[config.mk]
export PLATFORM = sky130hd
export DESIGN_NAME = pixel_out_buffer
export DESIGN_NICKNAME = d
export VERILOG_FILES = /design/src/rtl/pixel_out_buffer.sv
export SDC_FILE = /design/constraint.sdc
export NUM_CORES = 1
export LEC_CHECK = 0
export BUFFER_PORTS_ARGS = -buffer_cell sky130_fd_sc_hd__buf_2
export CAP_MARGIN = 20
export CORE_AREA = 2 2 167 169
export DETAILED_ROUTE_END_ITERATION = 16
export DIE_AREA = 0 0 169 171
export PLACE_DENSITY = 0.5
export SLEW_MARGIN = 20
export SYNTH_ARGS = -nofsm -noshare
export SYNTH_HDL_FRONTEND = slang
export SYNTH_SLANG_ARGS = --single-unit
[constraint.sdc]
create_clock -name clk -period 3.8 [get_ports clk]
set_input_delay 0.76 -clock clk [delete_from_list [all_inputs] [get_ports clk]]
set_output_delay 0.76 -clock clk [all_outputs]
set_load 0.02 [all_outputs]
[src/rtl/pixel_out_buffer.sv]
// Merges the R/G/B channel outputs into packed pixels and buffers them in a small FIFO.
// pixel_out is a registered copy of the FIFO head; datapath_ready stalls the channel pipelines.
module pixel_out_buffer #(
  parameter int unsigned COLOR_W = 8,
  parameter int unsigned DEPTH   = 8,
  parameter int unsigned SLACK   = 3
) (
  input  logic                         clk,
  input  logic                         resetN,
  input  logic                         datapath_resetN,
  input  logic [COLOR_W-1:0]           r_in,
  input  logic [COLOR_W-1:0]           g_in,
  input  logic [COLOR_W-1:0]           b_in,
  input  logic                         r_valid,
  input  logic                         g_valid,
  input  logic                         b_valid,
  output logic [3*COLOR_W-1:0]         pixel_out,
  output logic                         pixel_out_valid,
  input  logic                         pixel_out_ready,
  output logic                         datapath_ready,
  output logic [$clog2(DEPTH):0]       count,
  output logic                         overflow_err,
  output logic                         sync_err,
  input  logic                         clear_err
);

  localparam int unsigned PIX_W = 3 * COLOR_W;
  localparam int unsigned AW    = $clog2(DEPTH);
  localparam int unsigned CW    = AW + 1;
  localparam logic [CW:0] THRESH = (CW+1)'(DEPTH - SLACK);

  logic [PIX_W-1:0] mem [DEPTH];
  logic [AW:0]      wr_ptr;
  logic [AW:0]      rd_ptr;
  logic [AW:0]      rd_ptr_inc_c;

  logic [PIX_W-1:0] wdata_c;
  logic             all_valid_c;
  logic             any_valid_c;
  logic             mismatch_c;
  logic             full_c;
  logic             rd_c;
  logic             wr_eff_c;
  logic             ovf_evt_c;
  logic [CW:0]      fill_c;

  // Write/read qualification and error events for this cycle
  always_comb begin
    wdata_c      = {r_in, g_in, b_in};
    all_valid_c  = r_valid & g_valid & b_valid;
    any_valid_c  = r_valid | g_valid | b_valid;
    mismatch_c   = any_valid_c & ~all_valid_c;
    full_c       = (wr_ptr[AW] != rd_ptr[AW]) && (wr_ptr[AW-1:0] == rd_ptr[AW-1:0]);
    rd_c         = pixel_out_valid & pixel_out_ready;
    wr_eff_c     = all_valid_c & datapath_resetN & (~full_c | rd_c);
    ovf_evt_c    = all_valid_c & datapath_resetN & full_c & ~rd_c;
    rd_ptr_inc_c = rd_ptr + (AW+1)'(1);
    fill_c       = {1'b0, count} + (CW+1)'(wr_eff_c);
  end

  // Storage array; no reset needed since the pointers gate every use
  always_ff @(posedge clk) begin
    if (wr_eff_c) mem[wr_ptr[AW-1:0]] <= wdata_c;
  end

  // Sticky error flags; a new event in the clearing cycle keeps the flag set
  always_ff @(posedge clk or negedge resetN) begin
    if (!resetN) begin
      sync_err     <= 1'b0;
      overflow_err <= 1'b0;
    end else begin
      sync_err     <= (sync_err & ~clear_err) | mismatch_c;
      overflow_err <= (overflow_err & ~clear_err) | ovf_evt_c;
    end
  end

  // Pointers, occupancy, stall flag and the registered head
  always_ff @(posedge clk or negedge resetN) begin
    if (!resetN) begin
      wr_ptr          <= '0;
      rd_ptr          <= '0;
      count           <= '0;
      datapath_ready  <= 1'b1;
      pixel_out       <= '0;
      pixel_out_valid <= 1'b0;
    end else if (!datapath_resetN) begin
      wr_ptr          <= '0;
      rd_ptr          <= '0;
      count           <= '0;
      datapath_ready  <= 1'b1;
      pixel_out_valid <= 1'b0;
    end else begin
      if (wr_eff_c) wr_ptr <= wr_ptr + (AW+1)'(1);
      if (rd_c)     rd_ptr <= rd_ptr_inc_c;
      count          <= count + CW'(wr_eff_c) - CW'(rd_c);
      datapath_ready <= (fill_c <= THRESH);
      if (rd_c) begin
        // Next head comes from the array if one remains, else bypasses the incoming write
        if (count > CW'(1)) begin
          pixel_out       <= mem[rd_ptr_inc_c[AW-1:0]];
          pixel_out_valid <= 1'b1;
        end else if (wr_eff_c) begin
          pixel_out       <= wdata_c;
          pixel_out_valid <= 1'b1;
        end else begin
          pixel_out_valid <= 1'b0;
        end
      end else if (wr_eff_c && count == '0) begin
        pixel_out       <= wdata_c;
        pixel_out_valid <= 1'b1;
      end
    end
  end

endmodule
==> results_dict.tcl, run 1 <==
set metrics [dict create \
    final-instance-count-excl-fill 1046 \
    route.detailed.vias_per_inst 5.01 \
    post_cts_hold_buffer_count 0 \
    largest_buffer_count_on_any_clock_path 3 \
    core_area_um2 27300 \
    synth_enable_flop_cells 192 \
    layout-area-overhead-vs-synth_pct 17.2 \
    antenna_violating_nets_post_route 0 \
    pwr-share-comb_pct 18.1 \
    critical_path_peak_fanout 10 \
    port_buffers 63 \
    setup_tns_ns 0 \
    fmax_mhz 355 \
    num_rows 61 \
    post-place-cells 1000 \
    grt_start_max_net_pins 44 \
    min-delay-path-class "in2async" \
    yosys_warnings 0 \
    start_util_pct 34.3 \
    finish.instance_area_um2 11000 \
    max_slew_vio_count 0 \
    post_route_cells_drive_above_1_share_pct 19.6 \
    routed_wirelength_um 19900 \
    clk_pin_slew_ns 0.06 \
    grt_pass1_wl_um 31200 \
    worst_r2r_start "wr_ptr[0]" \
    timing.critical_path.to_type "register" \
    worst_path_slowest_cell "o21ai_1" \
    whs_ns 0.250 \
    arrival_worst_endpoint_ns 3.26 \
    power_leakage_uw 0.00371 \
    report.final.setup_viol 0 \
    via_count_of_the_first_global_routing_pass 5515 \
    hold_violations 0 \
    detailedRoute.firstIterationViolations 303 \
    multi_input_comb_area_um2 2500 \
    ys_seq_elements 232 \
    cts_resized 0 \
    root_buffer "clkbuf_16" \
    power.share.clock_pct 35.0 \
    crit_path_frequent_cell "ha_1" \
    gr-total-overflow 0 \
    place.gp.congestion 0.793 \
    postSynthAreaPerCell_um2 15.4 \
    cts_sinks 232 \
    finish.net_count 724 \
    run_status "completed" \
    vdd_drop_max_mv 0.284 \
    clock-skew-final_ns 0.00883 \
    postSynth.asyncResetShare_pct 17.2 \
    totalPowerFinal_uw 6400 \
    power_report.internal_total_uw 4640 \
    post_drt_wl_per_cell_um 19.0 \
    finalCriticalPeriod_ns 2.82 \
    remaining_drc_errors 0 \
    synth.yosys.seq_area_share_pct 72.2 \
    place.detailed.hpwl_um 11800 \
    syn_inst 608 \
    sw_frac_of_total_pct 27.5 \
    timing.setup.critical_path_class "reg2reg" \
    die_w_um 169 \
    h-tree-depth 1 \
    worstSetupStartpointType "register" \
    register_share_of_total_power_pct 47.0 \
    tritoncts "done" \
    syn-cell-area_um2 9380 \
    switching_power_uw 1760 \
    io_pins 64 \
    cp.required_ns 4.24 \
    firstDrtPassIters 5 \
    route.vias.total 5245 \
    post-route-period-util_pct 74.2 \
    placement.cell_area_um2 10200 \
    antenna_cells_inserted 0 \
    path_cells "xnor2_1, nand3_1, o21ai_1, inv_1, ha_1, ha_1, a21oi_1, mux2i_1, o21ai_0" \
    fp.dieArea_um2 28900 \
    timing.slew.headroom_pct 46.8 \
    synth_cell_type_count 38 \
    layout.filler_cells 2524 \
    worst_skew_pair.late_latency_ns 0.52 \
    p_per_area_nw_per_um2 582 \
    ff_latch_area_um2 6770 \
    crit_path_max_incr_delay_ns 0.65 \
    ys.flop_type "edfxtp_1" \
    max_cap_viol_count 0 \
    numCtsBuffers 25 \
    grt_setup_unrepaired "no" \
    die-height_um 171 \
    worst_pin_slew_ns 0.793 \
    synth_fp_nets 651 \
    startpoint "wr_ptr[0]" \
    grt_antenna_before_repair 0 \
    post_cts_buffers 0 \
    grt_util_all_layers_pct 13.9 \
]
## power groups by stage
stage                     sequential [uW]  combinational [uW]  clock (uW)
after floorplan                      3220                 623           0
after global placement               3050                1170           0
after detailed placement             3060                1180           0
after CTS                            3010                1180        2300
after global routing                 3020                1280        2400
final                                3000                1150        2240
## final timing paths
| kind | endpoint | slack, ns | cells past startpoint |
|---|---|---|---|
| min in group clk | sync_err | 0.44 | 2 |
| setup reg to reg | datapath_ready | 0.98 | 9 |
| hold / removal | pixel_out_valid | 0.25 | 1 |
| setup / recovery | datapath_ready | 0.98 | 9 |
| max in group asynchronous | pixel_out[21] | 3.15 | 1 |
| hold reg to reg | overflow_err | 0.53 | 2 |
## layer usage
layer | up-vias | GRT usage [%] | part of all wire [%]
met5 | - | 0 | 0
met4 | 0 | 4.16 | 2.4
met3 | 37 | 2.20 | 3.3
li1 | 2473 | - | -
met2 | 94 | 25.1 | 50
met1 | 2641 | 17.3 | 44
## cells in the mapped netlist (9+ instances only)
cell type,instances,area (um^2)
a22oi_1,48,360
a31oi_1,24,150
buf_2,14,70.1
clkbuf_1,20,75.1
dfrtp_1,39,976
edfxtp_1,192,5770
ha_1,10,125
mux2i_1,97,971
nand2_1,39,146
nand3_1,26,130
nor2_1,35,131
xnor2_1,9,78.8
## state kept, by name (all words and copies together), names as in the netlist, 4 cells and up
signal	flops
count	4
mem	192
pixel_out	24
rd_ptr	4
wr_ptr	4
## layout by cell type, fill, tap and decap left out, types with 24 or more instances in the layout
master and instances:
a31oi_1 24, mux2i_1 97, nor2_1 33, buf_2 62, nand3_1 26, nand2_1 39, edfxtp_1 192, a22oi_1 48
clkbuf_16 25, dfrtp_1 39
## worst max-delay path, delay by kind of cell (launching register included)
kind	cells	cell delay, ns
muxes	1	0.08
adders and majority gates	2	0.57
AOI/OAI and AO/OA	3	0.93
buffers and inverters	1	0.20
DFF	1	0.64
xor gates and xnor gates	1	0.20
and+or+nand+nor	1	0.12
## logic make-up after synthesis
family	Yosys count	synth area share (%)
adders and majority gates	11	1.55
AOI/OAI and AO/OA	90	6.91
muxes	97	10.4
DFF	232	72.2
xor gates and xnor gates	14	1.31
buffers and inverters	45	2.07
and+or+nand+nor	119	5.64
## metrics by stage
step	setup WS [ns]	util, %
after floorplan	0.0639	-
after global placement	0.925	37.4
after detailed placement	0.843	37.4
after CTS	0.980	40.2
after global routing	0.657	40.2
final	0.981	40.2
## layout make-up
type	instances	area share, %
inverters	9	0.307
multi-input cells	331	22.8
well taps	346	3.94
flip-flops and latches	232	61.6
repair buffers	82	4.42
clock buffers	35	6.40
clock inverters	11	0.535
Power figures use the tool's default switching activity.
==> run 2: changes to the inputs <==
clock period = 2.4 ns   (was 3.8 ns; I/O delays follow)
==> run 2 against run 1 <==
  * Total power rose by 65%
  * Largest power group unchanged
  * First-iteration DRC count fell by 3.6%
  * Cell count rose by 1.6%
  * Critical path depth fell by 2
  * Wire length rose by 8.0%
==> results_dict.tcl, run 2 (synthesized netlist as in run 1, its figures left out) <==
set metrics [dict create \
    hold_violations 0 \
    timing.slew.headroom_pct 63.2 \
    die_w_um 169 \
    power_leakage_uw 0.00385 \
    placement.cell_area_um2 10500 \
    via_count_of_the_first_global_routing_pass 5575 \
    critical_path_peak_fanout 21 \
    totalPowerFinal_uw 10600 \
    cts_resized 0 \
    timing.critical_path.to_type "register" \
    fp.dieArea_um2 28900 \
    grt_util_all_layers_pct 15.0 \
    final-instance-count-excl-fill 1063 \
    detailedRoute.firstIterationViolations 292 \
    finish.net_count 739 \
    gr-total-overflow 0 \
    place.gp.congestion 0.763 \
    final_cell_mix "edfxtp_1 (192), mux2i_1 (97), buf_2 (63)" \
    cp.required_ns 2.86 \
    finish.instance_area_um2 11400 \
    report.final.setup_viol 0 \
    layout-area-overhead-vs-synth_pct 21.8 \
    run_status "completed" \
    worst_skew_pair.late_latency_ns 0.54 \
    finalCriticalPeriod_ns 2.17 \
    largest_buffer_count_on_any_clock_path 3 \
    worstSetupStartpointType "register" \
    num_rows 61 \
    post_route_cells_drive_above_1_share_pct 21.8 \
    port_buffers 63 \
    post-place-cells 1013 \
    grt_pass1_wl_um 32900 \
    p_per_area_nw_per_um2 924 \
    grt_start_max_net_pins 50 \
    worst_pin_slew_ns 0.552 \
    timing.setup.critical_path_class "reg2reg" \
    numCtsBuffers 26 \
    route.vias.total 5350 \
    route.detailed.vias_per_inst 5.03 \
    layout_commonest_cell "edfxtp_1" \
    min-delay-path-class "in2reg" \
    largest_register_ffs 192 \
    post-route-period-util_pct 90.6 \
    core_area_um2 27300 \
    finish.utilization_pct 41.8 \
    setup_tns_ns 0 \
    clock-skew-final_ns 0.0206 \
    post_drt_wl_per_cell_um 20.2 \
    remaining_drc_errors 0 \
    cts_sinks 232 \
    die-height_um 171 \
    firstDrtPassIters 4 \
    antenna_violating_nets_post_route 0 \
    routed_wirelength_um 21400 \
    fmax_mhz 460 \
    grt_setup_unrepaired "no" \
    arrival_worst_endpoint_ns 2.64 \
    root_buffer "clkbuf_16" \
    clk_pin_slew_ns 0.06 \
    max_cap_viol_count 0 \
    start_util_pct 34.3 \
    tritoncts "done" \
    io_pins 64 \
    grt_antenna_before_repair 3 \
    h-tree-depth 1 \
    vdd_drop_max_mv 0.541 \
    place.detailed.hpwl_um 12600 \
    ff2ff_setup_slack_ns 0.23 \
    max_slew_vio_count 0 \
]
[run 2: worst paths after layout]
check                                  start            end  depth (start not counted)
worst max-delay path               rd_ptr[0]   pixel_out[3]                          7
worst min-delay path               clear_err       sync_err                          2
worst max register to register     rd_ptr[0]   pixel_out[3]                          7
worst min register to register  overflow_err   overflow_err                          2
max in group asynchronous             resetN   pixel_out[6]                          3
min in group asynchronous             resetN  pixel_out[15]                          2
[run 2: where the power goes]
| part | internal, uW | switching (uW) | total [uW] |
|---|---|---|---|
| clock | 2270 | 1590 | 3860 |
| combinational | 760 | 1180 | 1940 |
| sequential | 4610 | 151 | 4760 |
| total | 7640 | 2920 | 10600 |
[run 2: routing by layer]
metal  global-route usage, %  routed length [um]  part of all wire [%]  up-vias
met5                       0                   7                 0.033        -
met1                    19.8                9620                    45     2702
met2                    25.6               10500                    49      101
met3                    2.75                 866                   4.0       37
li1                        -                   -                     -     2508
met4                    3.98                 467                   2.2        2
[run 2: worst max-delay path, stage by stage, from the launching register on]
cell	delay, ns
dfrtp_1	0.41
buf_4	0.19
ha_4	0.56
buf_12	0.26
mux2i_1	0.10
a22oi_1	0.26
nand3_1	0.13
a31oi_1	0.19
[run 2: final cells by class]
type,instances,area (um^2)
Inverter,9,33.8
Tap cell,346,433
Clock buffer,33,727
Sequential cell,232,6770
Antenna cell,1,2.50
Clock inverter,15,139
Multi-Input combinational cell,331,2540
Timing Repair Buffer,96,778
Fill cell,2465,15900
[run 2: per-stage QoR]
stage	setup slack (ns)	hold slack (ns)
floorplan	-0.187	0.184
global placement	0.229	0.347
detailed placement	0.191	0.345
CTS	0.221	0.144
global route	0.0610	0.160
finish	0.226	0.166
[run 2: timing repair]
item                                   in CTS  in global routing
hold buffers                                1                  0
endpoints found under the hold margin       6                  0
setup buffers                               0                  0
setup endpoints to repair                   0                  0
